<file path="config.mk">
export PLATFORM = sky130hd
export DESIGN_NAME = opc_board_io
export DESIGN_NICKNAME = d
export VERILOG_FILES = /design/src/rtl/opc_board_pkg.sv /design/src/rtl/opc_debounce.sv /design/src/rtl/opc_board_io.sv
export SDC_FILE = /design/constraint.sdc
export NUM_CORES = 1
export LEC_CHECK = 0
export CAP_MARGIN = 20
export CELL_PAD_IN_SITES_DETAIL_PLACEMENT = 2
export CELL_PAD_IN_SITES_GLOBAL_PLACEMENT = 2
export CORE_MARGIN = 10
export CORE_UTILIZATION = 40
export DETAILED_ROUTE_END_ITERATION = 8
export PLACE_DENSITY_LB_ADDON = 0.1
export SYNTH_ARGS = -nofsm -noshare
export SYNTH_HDL_FRONTEND = slang
export SYNTH_SLANG_ARGS = --single-unit
</file>
<file path="constraint.sdc">
create_clock -name clk -period 3.5 [get_ports clk]
set_input_delay 0.35 -clock clk [delete_from_list [all_inputs] [get_ports clk]]
set_output_delay 0.35 -clock clk [all_outputs]
set_load 0.1 [all_outputs]
</file>
<file path="src/rtl/opc_board_pkg.sv">
// opc_board_pkg: shared constants and elaboration helpers for the OPC board-glue block.
//   PWM_BITS     width of the LED dimming counter
//   ms_prescale  clock cycles per millisecond for a given clock frequency
//   cnt_width    bits needed to hold the values 0..n (never less than 1)
package opc_board_pkg;

   localparam int unsigned PWM_BITS = 4;

   function automatic int unsigned ms_prescale(input int unsigned clkspeed);
      return clkspeed / 1000;
   endfunction

   function automatic int unsigned cnt_width(input int unsigned n);
      return (n < 1) ? 1 : $clog2(n + 1);
   endfunction

endpackage

</file>
<file path="src/rtl/opc_debounce.sv">
// opc_debounce: one switch channel. Two-flop synchroniser, millisecond debounce counter,
// accepted state and a one-cycle change pulse.
// Ports:
//   clk      system clock
//   reset_b  asynchronous active-low reset
//   tick_ms  shared one-cycle pulse every millisecond
//   pin      raw switch pin, asynchronous to clk
//   state    debounced switch state
//   changed  one-cycle pulse in the cycle state changes
module opc_debounce
   import opc_board_pkg::*;
#(
   parameter int unsigned DEBOUNCE_MS = 10
) (
   input  logic clk,
   input  logic reset_b,
   input  logic tick_ms,
   input  logic pin,
   output logic state,
   output logic changed
);

   localparam int unsigned CW = cnt_width(DEBOUNCE_MS);
   // Count value whose next tick completes the debounce window.
   localparam logic [CW-1:0] CNT_LAST = CW'(DEBOUNCE_MS - 1);

   logic          meta_q;
   logic          sync_q;
   logic          state_q, state_d;
   logic          changed_q, changed_d;
   logic [CW-1:0] cnt_q, cnt_d;

   always_comb begin
      state_d   = state_q;
      changed_d = 1'b0;
      cnt_d     = cnt_q;
      if (sync_q == state_q) begin
         // Agreement (including a bounce back) discards any partial window.
         cnt_d = '0;
      end else if (tick_ms) begin
         if (cnt_q == CNT_LAST) begin
            state_d   = sync_q;
            changed_d = 1'b1;
            cnt_d     = '0;
         end else begin
            cnt_d = cnt_q + CW'(1);
         end
      end
   end

   always_ff @(posedge clk or negedge reset_b) begin
      if (!reset_b) begin
         meta_q    <= 1'b0;
         sync_q    <= 1'b0;
         state_q   <= 1'b0;
         changed_q <= 1'b0;
         cnt_q     <= '0;
      end else begin
         meta_q    <= pin;
         sync_q    <= meta_q;
         state_q   <= state_d;
         changed_q <= changed_d;
         cnt_q     <= cnt_d;
      end
   end

   assign state   = state_q;
   assign changed = changed_q;

endmodule

</file>
<file path="src/rtl/opc_board_io.sv">
// opc_board_io: board glue between FPGA pins and an OPC core.
//   - stretched, synchronously released core reset from reset_b and btn_reset
//   - 1 ms prescaler (tick_ms)
//   - NUM_SW debounced switches with per-channel change pulses
//   - registered LED drive, optionally PWM-dimmed when OPC_BOARD_PWM_EN is defined
// Ports:
//   clk          system clock (CLKSPEED Hz)
//   reset_b      asynchronous active-low board reset
//   btn_reset    raw active-high reset button, asynchronous to clk
//   sw_i/sw_o    raw switch pins / debounced switch state
//   sw_changed   one-cycle pulse per channel when sw_o changes
//   led_i/led_o  LED request from core / LED pin drive (1-cycle latency)
//   sys_reset_b  active-low core reset, asynchronous assert, synchronous release
//   tick_ms      one-cycle pulse every millisecond
// Build macro: OPC_BOARD_PWM_EN enables LED dimming with on-time (LED_DUTY+1)/16.
module opc_board_io
   import opc_board_pkg::*;
#(
   parameter int unsigned CLKSPEED     = 40000000,
   parameter int unsigned NUM_SW       = 8,
   parameter int unsigned NUM_LED      = 8,
   parameter int unsigned DEBOUNCE_MS  = 10,
   parameter int unsigned RESET_CYCLES = 16,
   parameter int unsigned LED_DUTY     = 7
) (
   input  logic               clk,
   input  logic               reset_b,
   input  logic               btn_reset,
   input  logic [NUM_SW-1:0]  sw_i,
   output logic [NUM_SW-1:0]  sw_o,
   output logic [NUM_SW-1:0]  sw_changed,
   input  logic [NUM_LED-1:0] led_i,
   output logic [NUM_LED-1:0] led_o,
   output logic               sys_reset_b,
   output logic               tick_ms
);

   localparam int unsigned PRESCALE = ms_prescale(CLKSPEED);
   localparam int unsigned PW       = cnt_width(PRESCALE - 1);
   localparam int unsigned RW       = cnt_width(RESET_CYCLES);

   localparam logic [PW-1:0] PRE_LAST = PW'(PRESCALE - 1);
   localparam logic [RW-1:0] HOLD_MAX = RW'(RESET_CYCLES);

   // Parameter sanity checks.
   if (CLKSPEED < 2000 || (CLKSPEED % 1000) != 0) begin : g_bad_clkspeed
      $error("CLKSPEED must be a multiple of 1000 and at least 2000");
   end
   if (NUM_SW < 1 || NUM_SW > 32 || NUM_LED < 1 || NUM_LED > 32) begin : g_bad_width
      $error("NUM_SW and NUM_LED must be in 1..32");
   end
   if (DEBOUNCE_MS < 1 || RESET_CYCLES < 1) begin : g_bad_timing
      $error("DEBOUNCE_MS and RESET_CYCLES must be at least 1");
   end
   if (LED_DUTY >= (1 << PWM_BITS)) begin : g_bad_duty
      $error("LED_DUTY must be in 0..15");
   end

   // ---------------------------------------------------------------------------------------
   // Reset generator
   // ---------------------------------------------------------------------------------------
   logic          btn_meta_q;
   logic          btn_sync_q;
   logic          released_q;
   logic [RW-1:0] hold_q;

   // released_q samples the removal of reset_b so that counting starts one cycle after
   // the pin is seen high, matching the button path's pipeline.
   always_ff @(posedge clk or negedge reset_b) begin
      if (!reset_b) begin
         btn_meta_q <= 1'b0;
         btn_sync_q <= 1'b0;
         released_q <= 1'b0;
         hold_q     <= '0;
      end else begin
         btn_meta_q <= btn_reset;
         btn_sync_q <= btn_meta_q;
         released_q <= 1'b1;
         if (btn_sync_q || !released_q) begin
            hold_q <= '0;
         end else if (hold_q != HOLD_MAX) begin
            hold_q <= hold_q + RW'(1);
         end
      end
   end

   // Decoded straight from the counter so a reset source pulls it low without waiting
   // for a further register stage.
   assign sys_reset_b = (hold_q == HOLD_MAX);

   // ---------------------------------------------------------------------------------------
   // Millisecond prescaler
   // ---------------------------------------------------------------------------------------
   logic [PW-1:0] pre_q;

   always_ff @(posedge clk or negedge reset_b) begin
      if (!reset_b) begin
         pre_q <= '0;
      end else if (pre_q == PRE_LAST) begin
         pre_q <= '0;
      end else begin
         pre_q <= pre_q + PW'(1);
      end
   end

   assign tick_ms = (pre_q == PRE_LAST);

   // ---------------------------------------------------------------------------------------
   // Switch debounce
   // ---------------------------------------------------------------------------------------
   for (genvar i = 0; i < NUM_SW; i++) begin : g_sw
      opc_debounce #(
         .DEBOUNCE_MS (DEBOUNCE_MS)
      ) u_debounce (
         .clk     (clk),
         .reset_b (reset_b),
         .tick_ms (tick_ms),
         .pin     (sw_i[i]),
         .state   (sw_o[i]),
         .changed (sw_changed[i])
      );
   end

   // ---------------------------------------------------------------------------------------
   // LED drive
   // ---------------------------------------------------------------------------------------
`ifdef OPC_BOARD_PWM_EN
   logic [PWM_BITS-1:0] pwm_q;
   logic                pwm_on;

   assign pwm_on = (pwm_q <= PWM_BITS'(LED_DUTY));

   always_ff @(posedge clk or negedge reset_b) begin
      if (!reset_b) begin
         pwm_q <= '0;
         led_o <= '0;
      end else begin
         pwm_q <= pwm_q + PWM_BITS'(1);
         led_o <= led_i & {NUM_LED{pwm_on}};
      end
   end
`else
   always_ff @(posedge clk or negedge reset_b) begin
      if (!reset_b) begin
         led_o <= '0;
      end else begin
         led_o <= led_i;
      end
   end
`endif

endmodule

</file>
==> PnR_summary.wiki, run 1 <==
{| class="wikitable"
! Metric !! Value
|-
| 1st-iter DRT viols || 120
|-
| Crit path cell chain || or4_1 -> or4_4 -> inv_2 -> buf_4 -> buf_12
|-
| Area enclosed by the die boundary || 15,200 µm²
|-
| Core footprint || 10,300 µm²
|-
| Clock share of power || 39.3%
|-
| Setup crit end kind || output pin
|-
| Width of the die || 123 µm
|-
| Final-report hold violation count || 0
|-
| Height of the chip || 123 µm
|-
| Area overhead of the layout relative to synthesis || 17.1%
|-
| Count of flip-flops with a built-in enable after synthesis || 0
|-
| DRC violation count after routing || 0
|-
| Antenna violations before repair || 0
|-
| Launch point of the worst path || pre_q[8]
|-
| Share of layout cells above drive strength 1 || 7.47%
|-
| Cell-internal power || 1.58 mW
|-
| Total standard cell area after synthesis || 4250 µm²
|-
| Count of pins on the block boundary || 45
|-
| Measured slew at the worst slew-check pin || 0.990 ns
|-
| Initial core utilization || 41.2%
|-
| Final clock period utilization by the worst path || 85.2%
|-
| GR Util All Layers || 13.4%
|-
| Worst Path Arrival || 2.63 ns
|-
| Max-cap violations || 0
|-
| Maximum VDD drop || 0.297 mV
|-
| GP Congestion || 0.733
|-
| Root Buffer Master || sky130_fd_sc_hd__clkbuf_8
|-
| Startpoint of the worst hold path || g_sw[7].u_debounce.meta_q
|-
| Power density of the placed cells || 410 nW/µm²
|-
| Yosys warning count || 0
|-
| Hold_buf cts || 0
|-
| N_diodes || 0
|-
| Worst-case headroom to the max-slew limit || 33.8%
|-
| Worst-case hold slack || 0.356 ns
|-
| Max Fanout on Critical Path || 26
|-
| Worst setup slack after layout || 0.518 ns
|-
| CP max stage cell || sky130_fd_sc_hd__or4_4
|-
| Number of resized instances in the post-cts repair step || 0
|-
| Via-to-Cell Ratio || 5.14
|-
| Comb pwr share || 5.3%
|-
| Fmax || 335 MHz
|-
| Synthesized instance count || 374
|-
| Routed WL per cell || 16.7 µm
|-
| Final HPWL DP || 6.44 mm
|-
| Required time at the worst-slack endpoint || 3.15 ns
|-
| Number of rows created at floorplan || 37
|-
| Most instantiated flip-flop cell in the synthesis netlist || sky130_fd_sc_hd__dfrtp_1
|-
| Critical register-to-register path startpoint || pre_q[8]
|-
| Latest clock arrival within the worst-skew pair || 0.37 ns
|-
| Clock tree from TritonCTS || done
|-
| Number of input and output port buffers inserted || 44
|-
| Number of setup buffers added after CTS || 0
|-
| Unique cell type count in the Yosys netlist || 38
|-
| Count of final setup violators || 0
|-
| Global-route wire length before repair || 16.3 mm
|-
| Clock-pin transition on the worst setup and hold timing paths || 0.09 ns
|-
| Remaining antenna violation count after routing || 0
|-
| H-tree depth reported by CTS || 3
|-
| Power share of the sequential group || 55.4%
|-
| Nets in the synthesized netlist || 412
|-
| Clock period minus worst slack || 2.98 ns
|-
| Status || finished, final reports clean
|-
| Area post-placement || 4720 µm²
|-
| Leakage || 2.15 nW
|-
| Fraction of power spent switching nets || 22.6%
|-
| Layout fillers || 1,054
|-
| Power spent charging and discharging nets || 0.462 mW
|-
| Worst Reg2Reg Path Length in Cells || 6
|-
| Via count of the first global-routing pass || 3,301
|-
| Number of CTS-inserted buffers || 9
|-
| Pin count of the biggest net entering global routing || 80
|-
| Seq/Total Area, Yosys || 56.5%
|-
| Post-synth ARST share || 100%
|-
| Final nets || 448
|-
| Unrepaired setup endpoints after global routing || false
|-
| Final design area excluding fillers || 4980 µm²
|-
| Class of the worst hold path || reg -> reg
|-
| Worst Setup Path Type || reg -> out
|-
| Setup skew after layout || 0.00861 ns
|-
| Vias after detailed routing || 2,830
|-
| Total global routing overflow || 0
|-
| CTS sink cnt || 96
|-
| Setup total negative slack || 0 ns
|-
| Number of buffers between clock root and the deepest sink || 2
|-
| Hold Path Depth || 0
|-
| Max-slew violation count || 0
|-
| Total length of routed wires || 9.20 mm
|-
| Startpoint Class || flip-flop
|-
| Average footprint of a synthesized cell || 11.4 µm²
|-
| Post-placement setup slack || 0.853 ns
|-
| Worst stage delay on the critical path || 0.68 ns
|-
| First-pass iteration count of the detailed router || 3
|-
| Register bit count reported by yosys || 96
|}
-- flip-flops by register name (all words and copies together) (netlist names) --
signal,flops
g_sw.u_debounce.cnt_q,32
pre_q,16
g_sw.u_debounce.changed,8
g_sw.u_debounce.meta_q,8
g_sw.u_debounce.state,8
g_sw.u_debounce.sync_q,8
led_o,8
hold_q,5
btn_meta_q,1
btn_sync_q,1
released_q,1
-- cell usage in the layout, fill, tap and decap left out, drive strengths merged --
| cell type | count |
|---|---|
| dfrtp | 96 |
| mux2 | 8 |
| dlygate4sd3 | 1 |
| and2 | 1 |
| a31o | 4 |
| o31ai | 1 |
| clkdlybuf4s50 | 41 |
| a31oi | 4 |
| ha | 19 |
| conb | 1 |
| or4b | 5 |
| nand4 | 2 |
| inv | 20 |
| clkbuf | 11 |
| nand3 | 12 |
| mux2i | 17 |
| nand2b | 1 |
| nor2 | 58 |
| or4 | 11 |
| clkinvlp | 2 |
| nor4 | 1 |
| xor2 | 9 |
| or4bb | 1 |
| nor3 | 3 |
| a21oi | 9 |
| buf | 7 |
| and3 | 3 |
| nand2 | 19 |
| o21ai | 12 |
| a41oi | 4 |
| and3b | 8 |
| clkinv | 1 |
| a311oi | 4 |
| or3 | 1 |
| xnor2 | 16 |
| bufinv | 2 |
-- metrics by stage --
stage               power, mW  util, %  instances
global route             2.14     48.2        551
detailed placement       1.26     45.7        533
CTS                      2.08     47.8        549
global placement         1.26     45.7        533
floorplan                1.20        -        374
finish                   2.04     48.2        551
-- cell families (layout without fill, tap and decap cells) --
family,count (synthesis),after routing,share of synthesized area [%]
compound gates,38,38,5.71
xor+xnor,25,25,5.15
other cells,1,1,0.0882
fa+ha+maj,19,19,5.59
simple gates,126,126,15.0
mux,25,25,6.12
buf+inv,44,85,5.80
flops,96,96,56.5
-- worst max-delay path: cells and delay by family (launching register included) --
family,cells,cell delay (ns)
buffers and inverters,3,0.62
AND/OR/NAND/NOR,2,1.22
flip-flops,1,0.42
-- layout make-up --
class                   count  area [µm²]  share of cell area (%)
inverters                  20        75.1                    1.51
clock inverters             5        80.1                    1.61
clock buffers              11         141                    2.84
well taps                 136         170                    3.42
repair buffers             49         505                    10.2
multi-input cells         234        1600                    32.2
flip-flops and latches     96        2400                    48.3
-- final timing paths --
path / endpoint / slack [ns]
worst max-delay path: tick_ms / 0.52
worst min-delay path: g_sw[7].u_debounce.sync_q / 0.36
worst max register to register: g_sw[3].u_debounce.state / 0.88
worst min register to register: g_sw[7].u_debounce.sync_q / 0.36
max in group asynchronous: g_sw[0].u_debounce.cnt_q[0] / 2.21
min in group asynchronous: pre_q[2] / 0.40
-- routing by layer --
layer	share of wire (%)	global-route usage [%]
met5	0	0
met1	42	15.0
met4	1.2	3.93
met3	5.0	5.10
met2	52	23.3
-- synth_stat cells, types with 2 or more instances --
cell type | instances | area share [%]
sky130_fd_sc_hd__nand2_1 | 19 | 1.7
sky130_fd_sc_hd__or4_1 | 10 | 1.8
sky130_fd_sc_hd__xnor2_1 | 16 | 3.3
sky130_fd_sc_hd__and3_1 | 2 | 0.29
sky130_fd_sc_hd__a311oi_1 | 4 | 0.82
sky130_fd_sc_hd__a31oi_1 | 4 | 0.59
sky130_fd_sc_hd__buf_4 | 17 | 3.0
sky130_fd_sc_hd__nand3_1 | 12 | 1.4
sky130_fd_sc_hd__and3b_1 | 8 | 1.6
sky130_fd_sc_hd__mux2i_1 | 17 | 4.0
sky130_fd_sc_hd__a21oi_1 | 9 | 1.1
sky130_fd_sc_hd__buf_6 | 2 | 0.53
sky130_fd_sc_hd__nand4_1 | 2 | 0.29
sky130_fd_sc_hd__inv_1 | 19 | 1.7
sky130_fd_sc_hd__a31o_2 | 4 | 0.82
sky130_fd_sc_hd__clkbuf_1 | 3 | 0.26
sky130_fd_sc_hd__or4b_1 | 4 | 0.94
sky130_fd_sc_hd__ha_1 | 19 | 5.6
sky130_fd_sc_hd__o21ai_0 | 12 | 1.4
sky130_fd_sc_hd__nor3_1 | 3 | 0.35
sky130_fd_sc_hd__buf_2 | 2 | 0.24
sky130_fd_sc_hd__mux2_1 | 7 | 1.9
sky130_fd_sc_hd__a41oi_1 | 4 | 0.82
sky130_fd_sc_hd__nor2_1 | 58 | 5.1
sky130_fd_sc_hd__xor2_1 | 9 | 1.9
sky130_fd_sc_hd__dfrtp_1 | 96 | 57
-- power by group through the flow --
| stage | sequential [mW] | combinational [mW] | clock [mW] |
|---|---|---|---|
| detailed placement | 1.15 | 0.107 | 0 |
| global route | 1.14 | 0.118 | 0.884 |
| global placement | 1.15 | 0.105 | 0 |
| CTS | 1.13 | 0.108 | 0.842 |
| floorplan | 1.19 | 0.0119 | 0 |
| finish | 1.13 | 0.108 | 0.802 |
Note: power is estimated with default switching activity, not from simulation.
==> run 2: changes to the inputs <==
CAP_MARGIN = 5   (was 20)
==> PnR_summary.wiki, run 2 (synthesized netlist as in run 1, its figures left out) <==
{| class="wikitable"
! Metric !! Value
|-
| Status || finished, final reports clean
|-
| Latest clock arrival within the worst-skew pair || 0.37 ns
|-
| Worst stage delay on the critical path || 0.68 ns
|-
| N_diodes || 0
|-
| Clock tree from TritonCTS || done
|-
| Power density of the placed cells || 412 nW/µm²
|-
| Critical register-to-register path startpoint || pre_q[8]
|-
| GR Util All Layers || 13.4%
|-
| Unrepaired setup endpoints after global routing || false
|-
| Setup skew after layout || 0.00886 ns
|-
| Required time at the worst-slack endpoint || 3.15 ns
|-
| Commonest non-fill, non-tap cells in the layout || sky130_fd_sc_hd__dfrtp_1, sky130_fd_sc_hd__nor2_1, sky130_fd_sc_hd__clkdlybuf4s50_1
|-
| Global-route wire length before repair || 16.3 mm
|-
| CTS sink cnt || 96
|-
| Leakage || 2.14 nW
|-
| Via count of the first global-routing pass || 3,301
|-
| Pin count of the biggest net entering global routing || 80
|-
| Setup total negative slack || 0 ns
|-
| Antenna violations before repair || 0
|-
| Final nets || 446
|-
| Area enclosed by the die boundary || 15,200 µm²
|-
| Top reg by flops || g_sw.u_debounce.cnt_q
|-
| Setup crit end kind || output pin
|-
| Most common cell after layout, fill and taps aside || sky130_fd_sc_hd__dfrtp_1
|-
| Max-slew violation count || 0
|-
| Class of the worst hold path || in -> async
|-
| Launch point of the worst path || pre_q[8]
|-
| Number of CTS-inserted buffers || 9
|-
| Final design area excluding fillers || 4940 µm²
|-
| First-pass iteration count of the detailed router || 3
|-
| Cell family contributing the most delay on the critical path || simple AND/OR/NAND/NOR gates
|-
| Startpoint Class || flip-flop
|-
| Count of pins on the block boundary || 45
|-
| Hold_buf cts || 0
|-
| Crit path cell chain || or4_1 -> or4_4 -> inv_2 -> buf_4 -> buf_12
|-
| Via-to-Cell Ratio || 5.12
|-
| Area post-placement || 4720 µm²
|-
| Top flop regs || g_sw.u_debounce.cnt_q: 32 flops, pre_q: 16 flops
|-
| Crit path depth || 5
|-
| Number of buffers between clock root and the deepest sink || 2
|-
| Worst Setup Path Type || reg -> out
|-
| H-tree depth reported by CTS || 3
|-
| Clock period minus worst slack || 2.99 ns
|-
| Clock-pin transition on the worst setup and hold timing paths || 0.09 ns
|-
| Worst reg-to-reg setup slack || 0.88 ns
|-
| Fmax || 335 MHz
|-
| Width of the die || 123 µm
|-
| Count of final setup violators || 0
|-
| GP Congestion || 0.733
|-
| Max Fanout on Critical Path || 26
|-
| Final-report hold violation count || 0
|-
| Routed WL per cell || 16.8 µm
|-
| Initial core utilization || 41.2%
|-
| Maximum VDD drop || 0.295 mV
|-
| Measured slew at the worst slew-check pin || 1.02 ns
|-
| Largest register FFs || 32
|-
| Final clock period utilization by the worst path || 85.4%
|-
| Capturing instance or port of the critical path || tick_ms
|-
| DRC violation count after routing || 0
|-
| Number of input and output port buffers inserted || 44
|-
| CP max stage cell || sky130_fd_sc_hd__or4_4
|-
| Vias after detailed routing || 2,812
|-
| Reg2Reg Capture Point || g_sw[3].u_debounce.state
|-
| Worst Path Arrival || 2.64 ns
|-
| Core footprint || 10,300 µm²
|-
| Total length of routed wires || 9.20 mm
|-
| Remaining antenna violation count after routing || 0
|-
| Worst Reg2Reg Path Length in Cells || 6
|-
| Worst-case headroom to the max-slew limit || 32.3%
|-
| Number of setup buffers added after CTS || 0
|-
| 1st-iter DRT viols || 131
|-
| Share of layout cells above drive strength 1 || 7.26%
|-
| Total buffers and inverters traversed by the critical path || 3
|-
| Number of rows created at floorplan || 37
|-
| Max-cap violations || 0
|-
| Total global routing overflow || 0
|-
| Final HPWL DP || 6.44 mm
|-
| Root Buffer Master || sky130_fd_sc_hd__clkbuf_8
|-
| Height of the chip || 123 µm
|-
| Number of resized instances in the post-cts repair step || 0
|-
| Area overhead of the layout relative to synthesis || 16.2%
|}
run 2: layout make-up:
cell class              count  area, µm²
clock inverters             5       80.1
well taps                 136        170
fillers                  1055       5380
multi-input cells         234       1600
clock buffers              11        141
flip-flops and latches     96       2400
inverters                  20       75.1
repair buffers             47        468
run 2: how the worst min path moves through the flow:
stage / startpoint / depth (start not counted) / slack, ns / end
3_5_place_dp: g_sw[1].u_debounce.meta_q / 0 / 0.34 / g_sw[1].u_debounce.sync_q
2_1_floorplan: reset_b / 0 / 0.05 / btn_meta_q
6_report: reset_b / 1 / 0.14 / pre_q[2]
3_3_place_gp: g_sw[0].u_debounce.meta_q / 0 / 0.33 / g_sw[0].u_debounce.sync_q
5_1_grt: reset_b / 1 / 0.21 / pre_q[2]
4_1_cts: reset_b / 1 / 0.17 / g_sw[6].u_debounce.sync_q
run 2: layer usage:
layer / GRT usage [%] / part of all wire, %
met5: 0 / 0
met4: 3.93 / 1.2
met3: 5.10 / 5.0
met2: 23.3 / 51
met1: 15.0 / 43
run 2: power by group:
part           total [mW]  leakage, nW  switching, mW  internal (mW)
combinational       0.103        0.767         0.0727         0.0308
clock               0.802        0.106          0.381          0.421
sequential           1.13         1.26        0.00713           1.12
total                2.04         2.14          0.461           1.58
run 2: per-stage QoR:
| step | util [%] | std cells | hold WS [ns] | total power [mW] | setup slack, ns |
|---|---|---|---|---|---|
| 4_1_cts | 47.8 | 549 | 0.172 | 2.08 | 0.455 |
| 2_1_floorplan | - | 374 | 0.0544 | 1.20 | 0.0889 |
| 3_5_place_dp | 45.7 | 533 | 0.338 | 1.26 | 0.853 |
| 5_1_grt | 47.8 | 549 | 0.210 | 2.13 | 0.381 |
| 6_report | 47.8 | 549 | 0.137 | 2.04 | 0.511 |
| 3_3_place_gp | 45.7 | 533 | 0.333 | 1.26 | 0.930 |
